## config.mk

```make
export PLATFORM = sky130hd
export DESIGN_NAME = car_scheduler
export DESIGN_NICKNAME = d
export VERILOG_FILES = /design/src/rtl/elevator_pkg.sv /design/src/rtl/lift_timer.sv /design/src/rtl/car_scheduler.sv
export SDC_FILE = /design/constraint.sdc
export NUM_CORES = 1
export LEC_CHECK = 0
export CORE_MARGIN = 4
export CORE_UTILIZATION = 57
export DETAILED_ROUTE_END_ITERATION = 8
export PLACE_DENSITY = 0.86
export SYNTH_ARGS = -nofsm -noshare
export SYNTH_HDL_FRONTEND = slang
export SYNTH_SLANG_ARGS = --single-unit
```

## constraint.sdc

```tcl
create_clock -name clk -period 7.7 [get_ports clk]
set_clock_uncertainty 0.1 [all_clocks]
set_input_delay 1.54 -clock clk [delete_from_list [all_inputs] [get_ports clk]]
set_output_delay 1.54 -clock clk [all_outputs]
set_load 0.01 [all_outputs]
```

## src/rtl/elevator_pkg.sv

```systemverilog
// rtl/elevator_pkg.sv - shared FSM encoding and default sizing for the car scheduler
// Contents: default parameter values and the state constants used by car_scheduler.
package elevator_pkg;

    localparam int DEF_BUTTONS_WIDTH = 8;
    localparam int DEF_TRAVEL_CYCLES = 16;
    localparam int DEF_DOOR_CYCLES   = 32;

    localparam logic [1:0] ST_IDLE   = 2'd0;
    localparam logic [1:0] ST_MOVING = 2'd1;
    localparam logic [1:0] ST_ARRIVE = 2'd2;
    localparam logic [1:0] ST_DOORS  = 2'd3;

endpackage

```

## src/rtl/lift_timer.sv

```systemverilog
// rtl/lift_timer.sv - loadable down-counter with done flag, shared by travel and door timing
// Ports: clk, reset (async, active-high), load/load_value (reload counter), done (count is zero).
module lift_timer #(
    parameter int WIDTH = 8
) (
    input  logic             clk,
    input  logic             reset,
    input  logic             load,
    input  logic [WIDTH-1:0] load_value,
    output logic             done
);

    logic [WIDTH-1:0] count;

    always_ff @(posedge clk or posedge reset) begin
        if (reset) begin
            count <= '0;
        end else if (load) begin
            count <= load_value;
        end else if (count != '0) begin
            count <= count - WIDTH'(1);
        end
    end

    assign done = (count == '0);

endmodule

```

## src/rtl/car_scheduler.sv

```systemverilog
// rtl/car_scheduler.sv - single-car elevator scheduler (collective sweep in current direction)
// Inputs : clk, reset (async, active-high), latched car calls and up/down hall calls per level.
// Outputs: one-cycle clear pulses per call vector, current_level, motor_up/motor_down,
//          door_open, dir_up. All outputs are registered.
module car_scheduler
    import elevator_pkg::*;
#(
    parameter int BUTTONS_WIDTH = DEF_BUTTONS_WIDTH,
    parameter int TRAVEL_CYCLES = DEF_TRAVEL_CYCLES,
    parameter int DOOR_CYCLES   = DEF_DOOR_CYCLES
) (
    input  logic                             clk,
    input  logic                             reset,
    input  logic [BUTTONS_WIDTH-1:0]         active_in_levels,
    input  logic [BUTTONS_WIDTH-1:0]         active_out_up_levels,
    input  logic [BUTTONS_WIDTH-1:0]         active_out_down_levels,
    output logic [BUTTONS_WIDTH-1:0]         inactivate_in_levels,
    output logic [BUTTONS_WIDTH-1:0]         inactivate_out_up_levels,
    output logic [BUTTONS_WIDTH-1:0]         inactivate_out_down_levels,
    output logic [$clog2(BUTTONS_WIDTH)-1:0] current_level,
    output logic                             motor_up,
    output logic                             motor_down,
    output logic                             door_open,
    output logic                             dir_up
);

    localparam int LW        = $clog2(BUTTONS_WIDTH);
    localparam int MAX_COUNT = (TRAVEL_CYCLES > DOOR_CYCLES) ? TRAVEL_CYCLES : DOOR_CYCLES;
    localparam int TW        = $clog2(MAX_COUNT + 1);

    localparam logic [TW-1:0] TRAVEL_LOAD = TW'(TRAVEL_CYCLES - 1);
    localparam logic [TW-1:0] DOOR_LOAD   = TW'(DOOR_CYCLES - 1);
    localparam logic [LW-1:0] TOP_LEVEL   = LW'(BUTTONS_WIDTH - 1);

    logic [1:0]               state, state_n;
    logic [LW-1:0]            level_n;
    logic                     dir_n, motor_up_n, motor_down_n, door_n;
    logic [BUTTONS_WIDTH-1:0] clr_in_n, clr_up_n, clr_down_n;
    logic [BUTTONS_WIDTH-1:0] prev_in, prev_up, prev_down;
    logic [BUTTONS_WIDTH-1:0] req_any, level_bit, mask_below, mask_above;
    logic [BUTTONS_WIDTH-1:0] rise_in, rise_up, rise_down;
    logic                     any_above, any_below, ahead, behind;
    logic                     at_in, at_up, at_down, req_here, hall_dir_here, hall_opp_here, stop;
    logic                     serve_dir, serve_ahead, move_dir;
    logic                     timer_load, timer_done;
    logic [TW-1:0]            timer_value;

    assign req_any    = active_in_levels | active_out_up_levels | active_out_down_levels;
    assign level_bit  = BUTTONS_WIDTH'(1) << current_level;
    assign mask_below = level_bit - BUTTONS_WIDTH'(1);
    assign mask_above = ~(mask_below | level_bit);
    assign any_above  = |(req_any & mask_above);
    assign any_below  = |(req_any & mask_below);
    assign ahead      = dir_up ? any_above : any_below;
    assign behind     = dir_up ? any_below : any_above;

    assign at_in         = |(active_in_levels & level_bit);
    assign at_up         = |(active_out_up_levels & level_bit);
    assign at_down       = |(active_out_down_levels & level_bit);
    assign req_here      = at_in | at_up | at_down;
    assign hall_dir_here = dir_up ? at_up : at_down;
    assign hall_opp_here = dir_up ? at_down : at_up;
    // An opposite-direction hall call only stops the car once the sweep has nothing further ahead.
    assign stop          = at_in | hall_dir_here | (hall_opp_here & ~ahead);

    // Calls at the current level that appeared since last cycle; these extend an open door.
    assign rise_in   = active_in_levels & ~prev_in & level_bit;
    assign rise_up   = active_out_up_levels & ~prev_up & level_bit;
    assign rise_down = active_out_down_levels & ~prev_down & level_bit;

    always_comb begin
        state_n      = state;
        level_n      = current_level;
        dir_n        = dir_up;
        motor_up_n   = 1'b0;
        motor_down_n = 1'b0;
        door_n       = door_open;
        clr_in_n     = '0;
        clr_up_n     = '0;
        clr_down_n   = '0;
        timer_load   = 1'b0;
        timer_value  = TRAVEL_LOAD;
        // When idle with only an opposite hall call here (and work ahead), serve it as if
        // facing the other way; otherwise the car would reopen its doors forever.
        serve_dir    = stop ? dir_up : ~dir_up;
        serve_ahead  = stop ? ahead : behind;
        move_dir     = ahead ? dir_up : ~dir_up;

        case (state)
            ST_IDLE, ST_ARRIVE: begin
                if ((state == ST_IDLE && req_here) || (state == ST_ARRIVE && stop)) begin
                    state_n     = ST_DOORS;
                    door_n      = 1'b1;
                    clr_in_n    = level_bit;
                    clr_up_n    = (serve_dir || !serve_ahead) ? level_bit : '0;
                    clr_down_n  = (!serve_dir || !serve_ahead) ? level_bit : '0;
                    dir_n       = serve_ahead ? serve_dir : ~serve_dir;
                    timer_load  = 1'b1;
                    timer_value = DOOR_LOAD;
                end else if (ahead || behind) begin
                    state_n      = ST_MOVING;
                    motor_up_n   = move_dir;
                    motor_down_n = ~move_dir;
                    dir_n        = move_dir;
                    timer_load   = 1'b1;
                    timer_value  = TRAVEL_LOAD;
                end else begin
                    state_n = ST_IDLE;
                end
            end
            ST_MOVING: begin
                if (timer_done) begin
                    state_n = ST_ARRIVE;
                    if (motor_up && current_level != TOP_LEVEL) begin
                        level_n = current_level + LW'(1);
                    end else if (motor_down && current_level != '0) begin
                        level_n = current_level - LW'(1);
                    end
                end else begin
                    motor_up_n   = motor_up;
                    motor_down_n = motor_down;
                end
            end
            ST_DOORS: begin
                if (|(rise_in | rise_up | rise_down)) begin
                    clr_in_n    = rise_in;
                    clr_up_n    = rise_up;
                    clr_down_n  = rise_down;
                    timer_load  = 1'b1;
                    timer_value = DOOR_LOAD;
                end else if (timer_done) begin
                    door_n  = 1'b0;
                    state_n = ST_IDLE;
                end
            end
            default: state_n = ST_IDLE;
        endcase
    end

    always_ff @(posedge clk or posedge reset) begin
        if (reset) begin
            state                      <= ST_IDLE;
            current_level              <= '0;
            dir_up                     <= 1'b1;
            motor_up                   <= 1'b0;
            motor_down                 <= 1'b0;
            door_open                  <= 1'b0;
            inactivate_in_levels       <= '0;
            inactivate_out_up_levels   <= '0;
            inactivate_out_down_levels <= '0;
            prev_in                    <= '0;
            prev_up                    <= '0;
            prev_down                  <= '0;
        end else begin
            state                      <= state_n;
            current_level              <= level_n;
            // End levels pin the direction so the car can never point off the shaft.
            dir_up                     <= (level_n == TOP_LEVEL) ? 1'b0 :
                                          (level_n == '0)        ? 1'b1 : dir_n;
            motor_up                   <= motor_up_n;
            motor_down                 <= motor_down_n;
            door_open                  <= door_n;
            inactivate_in_levels       <= clr_in_n;
            inactivate_out_up_levels   <= clr_up_n;
            inactivate_out_down_levels <= clr_down_n;
            prev_in                    <= active_in_levels;
            prev_up                    <= active_out_up_levels;
            prev_down                  <= active_out_down_levels;
        end
    end

    lift_timer #(
        .WIDTH(TW)
    ) u_timer (
        .clk        (clk),
        .reset      (reset),
        .load       (timer_load),
        .load_value (timer_value),
        .done       (timer_done)
    );

endmodule

```

==> run summary <==
The run finished with clean final reports. The overflow left after global routing is 0. By area, the combinational part of the netlist is dominated by compound AO/OA/AOI/OAI gates. The port buffer count was 56; the share of the synthesized area in the top cell type was 46.3%.

The maximum number of buffers from clock root to sink is 2. For this design the static power due to leakage is 1.68 nW. Among all flip-flop cells after synthesis, the most frequent one is dfrtp_1.

Of all nets on the critical path, the largest fanout is 8. Setup repair after global routing left no endpoint under its margin. The H-tree depth was 3; the area added between synthesis and finish was 22.4%. The number of standard cells after synthesis was 327; the global routing met3 resource utilization was 4.81%.

In this run the clock root is driven by a clkbuf_8. The mux share of post-synthesis cell area is 0.597%. The tools report the critical path arrival as 4.73 ns. In this run the power density over the cells is 158 nW/um^2. The share of the synthesized area in compound gates (AO/OA/AOI/OAI) was 21.0%. Setup violations remaining at the end of the flow were counted as 0.

The first-pass GRT wire length was 14,400 um; the switching fraction of total power was 25.6%. The tools report the initial cell density of the core as 59.8%. The tools report the instance area at placement as 3940 um^2. The count of nets left with antenna violations once routing finished came out at 0. The proportion of register bits with asynchronous set or reset after synthesis is 100%, and the number of pins exceeding their max-slew limit in the final report is 0.

The transition time at the pin with the least slew margin is 1.17 ns. At the end of the flow the core is filled with cells to 73.1%. Relative max-transition margin: 20.6%. Synthesis instantiated 63 different standard cells from the library.

The global-route total usage across every layer is 25.8%. The routed layout has 2,881 vias. After global routing, the most crowded layer is met2.

In this run the core area contains 27 standard-cell rows. In this run, the combinational gates consume 9.6% of the power. The top-level I/O count came out at 57. The tools report the last weighted congestion value of the routability-driven placer as 0.969. The share of layout cells above drive strength 1 came out at 7.97%.

The antenna diode count is 0, and the clock period minus final worst setup slack is 4.64 ns. After clock tree synthesis, the setup repair step added 0 buffers. Averaged over all synthesized cells, the footprint is 10.2 um^2. The number of enable flip-flop cells after synthesis works out to 0. After the last flow step, the layout net total stands at 429. The half-perimeter wire length after placement was 6510 um; the number of CTS-inserted buffers was 9. The critical path class was flip-flop to flip-flop.

The final layout contains routed wiring with a total length of 8920 um. The final critical-path share of the clock period was 60.2%; the proportion of synthesized chip area in sequential cells was 47.1%. The logs give 0 for the total of hold buffers inserted after clock tree synthesis and 0.34 ns for the clock latency on the worst-skew pair.

The run gives 2,799 as the via count of the first global-routing pass. The tools report the worst voltage drop across the vdd grid as 0.140 mV. The initial antenna violation count was 0; the post-cts sizing count was 0. The tools report the number of optimization iterations in the first detailed-route pass as 5.

For the area of the multi-input gates, the log shows 1630 um^2. The met2 demand-to-capacity share in global routing was 38.3%; the height of the chip was 84.7 um. After the first detailed-routing iteration, the DRC count stood at 365. TritonCTS built the clock tree. The die extent in x was 84.7 um.

The core region is 5610 um^2. The analysis attributes to net switching a power of 0.000166 W. Synthesis inferred 63 register bits.

Across the whole layout, storage elements account for 1580 um^2. For the post-synth design cell area, the log shows 3350 um^2. The run gives 0 as the max-capacitance violation count. For this run, the number of Yosys warnings is 0. The number of design rule violations left after detail routing was 0; the average wire length per cell after detail routing was 19.4 um. The maximum number of pins on one net before global-route repair is 64, and the global routing met1 resource utilization is 36.4%. Of all cell types, the one taking the most synthesized area is dfrtp_1. For the overall die area, the log shows 7170 um^2. The tools report the total internal power as 0.000482 W. The post-synthesis simple-gate area fraction was 19.2%. The completed layout was analyzed and its total power is 0.000648 W.

Class of the tightest hold or removal check: flip-flop to flip-flop. The clock network burns 37.2% of the power. In the post-synthesis netlist, the biggest area contributors are dfrtp_1 (46%), ha_1 (7.1%), a21oi_1 (4.3%). The relative contribution of sequential cells to total power is 53.1%, and the number of clock sinks is 63. The maximum operating frequency is 216 MHz. After Yosys synthesis, XOR and XNOR cells account for 0.784% of the synthesized area.

The logs give 372 for the number of nets produced by synthesis and 0 for the number of failing hold endpoints at the final stage. The worst setup path is captured at a flip-flop. Total negative slack for setup checks: 0 ns.

After routing the design area is 4100 um^2. Data on the critical path is required at its endpoint by 7.80 ns. The via density per instance was 6.25. The nature of the critical path startpoint was a flip-flop. Clock-pin slew was measured on the worst setup and hold paths at 0.07 ns. The filler cell count in the final layout was 429.

After Yosys synthesis, full adders, half adders and majority gates account for 7.09% of the synthesized area.
-- registers in the layout, indices dropped and copies added, names as in the netlist --
register and cells:
inactivate_out_up_levels 8, u_timer.count 6, motor_down 1, inactivate_in_levels 8
inactivate_out_down_levels 8, door_open 1, prev_down 8, prev_up 8
state 2, dir_up 1, current_level 3, motor_up 1
prev_in 8
-- logic make-up after synthesis --
group / count (synthesis)
compound gates: 97
xor+xnor: 3
fa+ha+maj: 19
buf+inv: 30
flops: 63
mux: 2
simple gates: 113
-- cells in the mapped netlist, drive strengths merged, types with 5 or more instances --
| master | count |
|---|---|
| nand2b | 6 |
| inv | 17 |
| nand3 | 7 |
| buf | 8 |
| nand2 | 34 |
| nor3 | 6 |
| o21ai | 14 |
| ha | 19 |
| nor2b | 18 |
| a21oi | 29 |
| dfrtp | 62 |
| nor2 | 11 |
| o31ai | 15 |
| nand3b | 6 |
| a221oi | 5 |
-- final cells by class --
class | count | share of cell area, %
multi-input cells | 234 | 39.8
flip-flops and latches | 63 | 38.5
clock inverters | 4 | 0.549
inverters | 18 | 1.65
clock buffers | 12 | 3.29
repair buffers | 58 | 14.0
well taps | 72 | 2.20
-- layout by cell type (no fill, tap or decap), drive strengths merged, types with 7 or more instances in the layout --
| master | synthesis | routed |
|---|---|---|
| dfrtp | 62 | 62 |
| clkdlybuf4s50 | 0 | 56 |
| nand2 | 34 | 34 |
| a21oi | 29 | 29 |
| ha | 19 | 19 |
| nor2b | 18 | 18 |
| inv | 17 | 17 |
| o31ai | 15 | 15 |
| o21ai | 14 | 14 |
| clkbuf | 4 | 12 |
| nor2 | 11 | 11 |
| nand3 | 7 | 7 |
-- layer usage --
layer | vias to the layer above | wire length, um
met2 | 159 | 4020
met5 | - | 0
li1 | 1321 | -
met1 | 1374 | 4020
met4 | 0 | 282
met3 | 27 | 600
-- path summary, 6_finish.rpt --
| check | from | to | slack (ns) | depth (start not counted) |
|---|---|---|---|---|
| max | current_level[0]$_DFF_PP0_ | inactivate_out_down_levels[6]$_DFF_PP0_ | 3.06 | 17 |
| min | prev_down[3]$_DFF_PP0_ | inactivate_out_down_levels[3]$_DFF_PP0_ | 0.42 | 3 |
| max reg2reg | current_level[0]$_DFF_PP0_ | inactivate_out_down_levels[6]$_DFF_PP0_ | 3.06 | 17 |
| min reg2reg | prev_down[3]$_DFF_PP0_ | inactivate_out_down_levels[3]$_DFF_PP0_ | 0.42 | 3 |
| max in group asynchronous | reset | prev_down[0]$_DFF_PP0_ | 5.35 | 3 |
| min in group asynchronous | reset | u_timer.count[3]$_DFFE_PP0P_ | 1.64 | 3 |
-- metrics by stage --
| stage | setup slack [ns] | hold WS, ns | instances |
|---|---|---|---|
| global route | 2.73 | 0.455 | 461 |
| global placement | 3.18 | 0.402 | 445 |
| CTS | 3.12 | 0.419 | 461 |
| finish | 3.06 | 0.417 | 461 |
| detailed placement | 3.13 | 0.409 | 445 |
| floorplan | 4.03 | 0.384 | 327 |
-- worst max-delay path, stage by stage (launching register included) --
cell and delay (ns):
dfrtp_1 0.42, inv_1 0.15, ha_1 0.37, nor2b_2 0.34, clkinv_1 0.35, ha_1 0.32, nand3_1 0.13, nand3b_1 0.14
ha_1 0.24, o31ai_1 0.10, o2111ai_2 0.19, nor2_2 0.26, a211oi_1 0.12, a21oi_1 0.29, mux2i_1 0.31, ha_1 0.18
nand2b_1 0.37, a21oi_1 0.13
-- power groups by stage --
stage          registers [W]  clock network (W)   logic, W
3_5_place_dp        0.000350                  0  0.0000618
2_1_floorplan       0.000350                  0  0.0000310
3_3_place_gp        0.000350                  0  0.0000605
4_1_cts             0.000344           0.000242  0.0000622
6_report            0.000344           0.000241  0.0000625
5_1_grt             0.000345           0.000258  0.0000689
No activity file was read; power rests on OpenSTA's default activity.
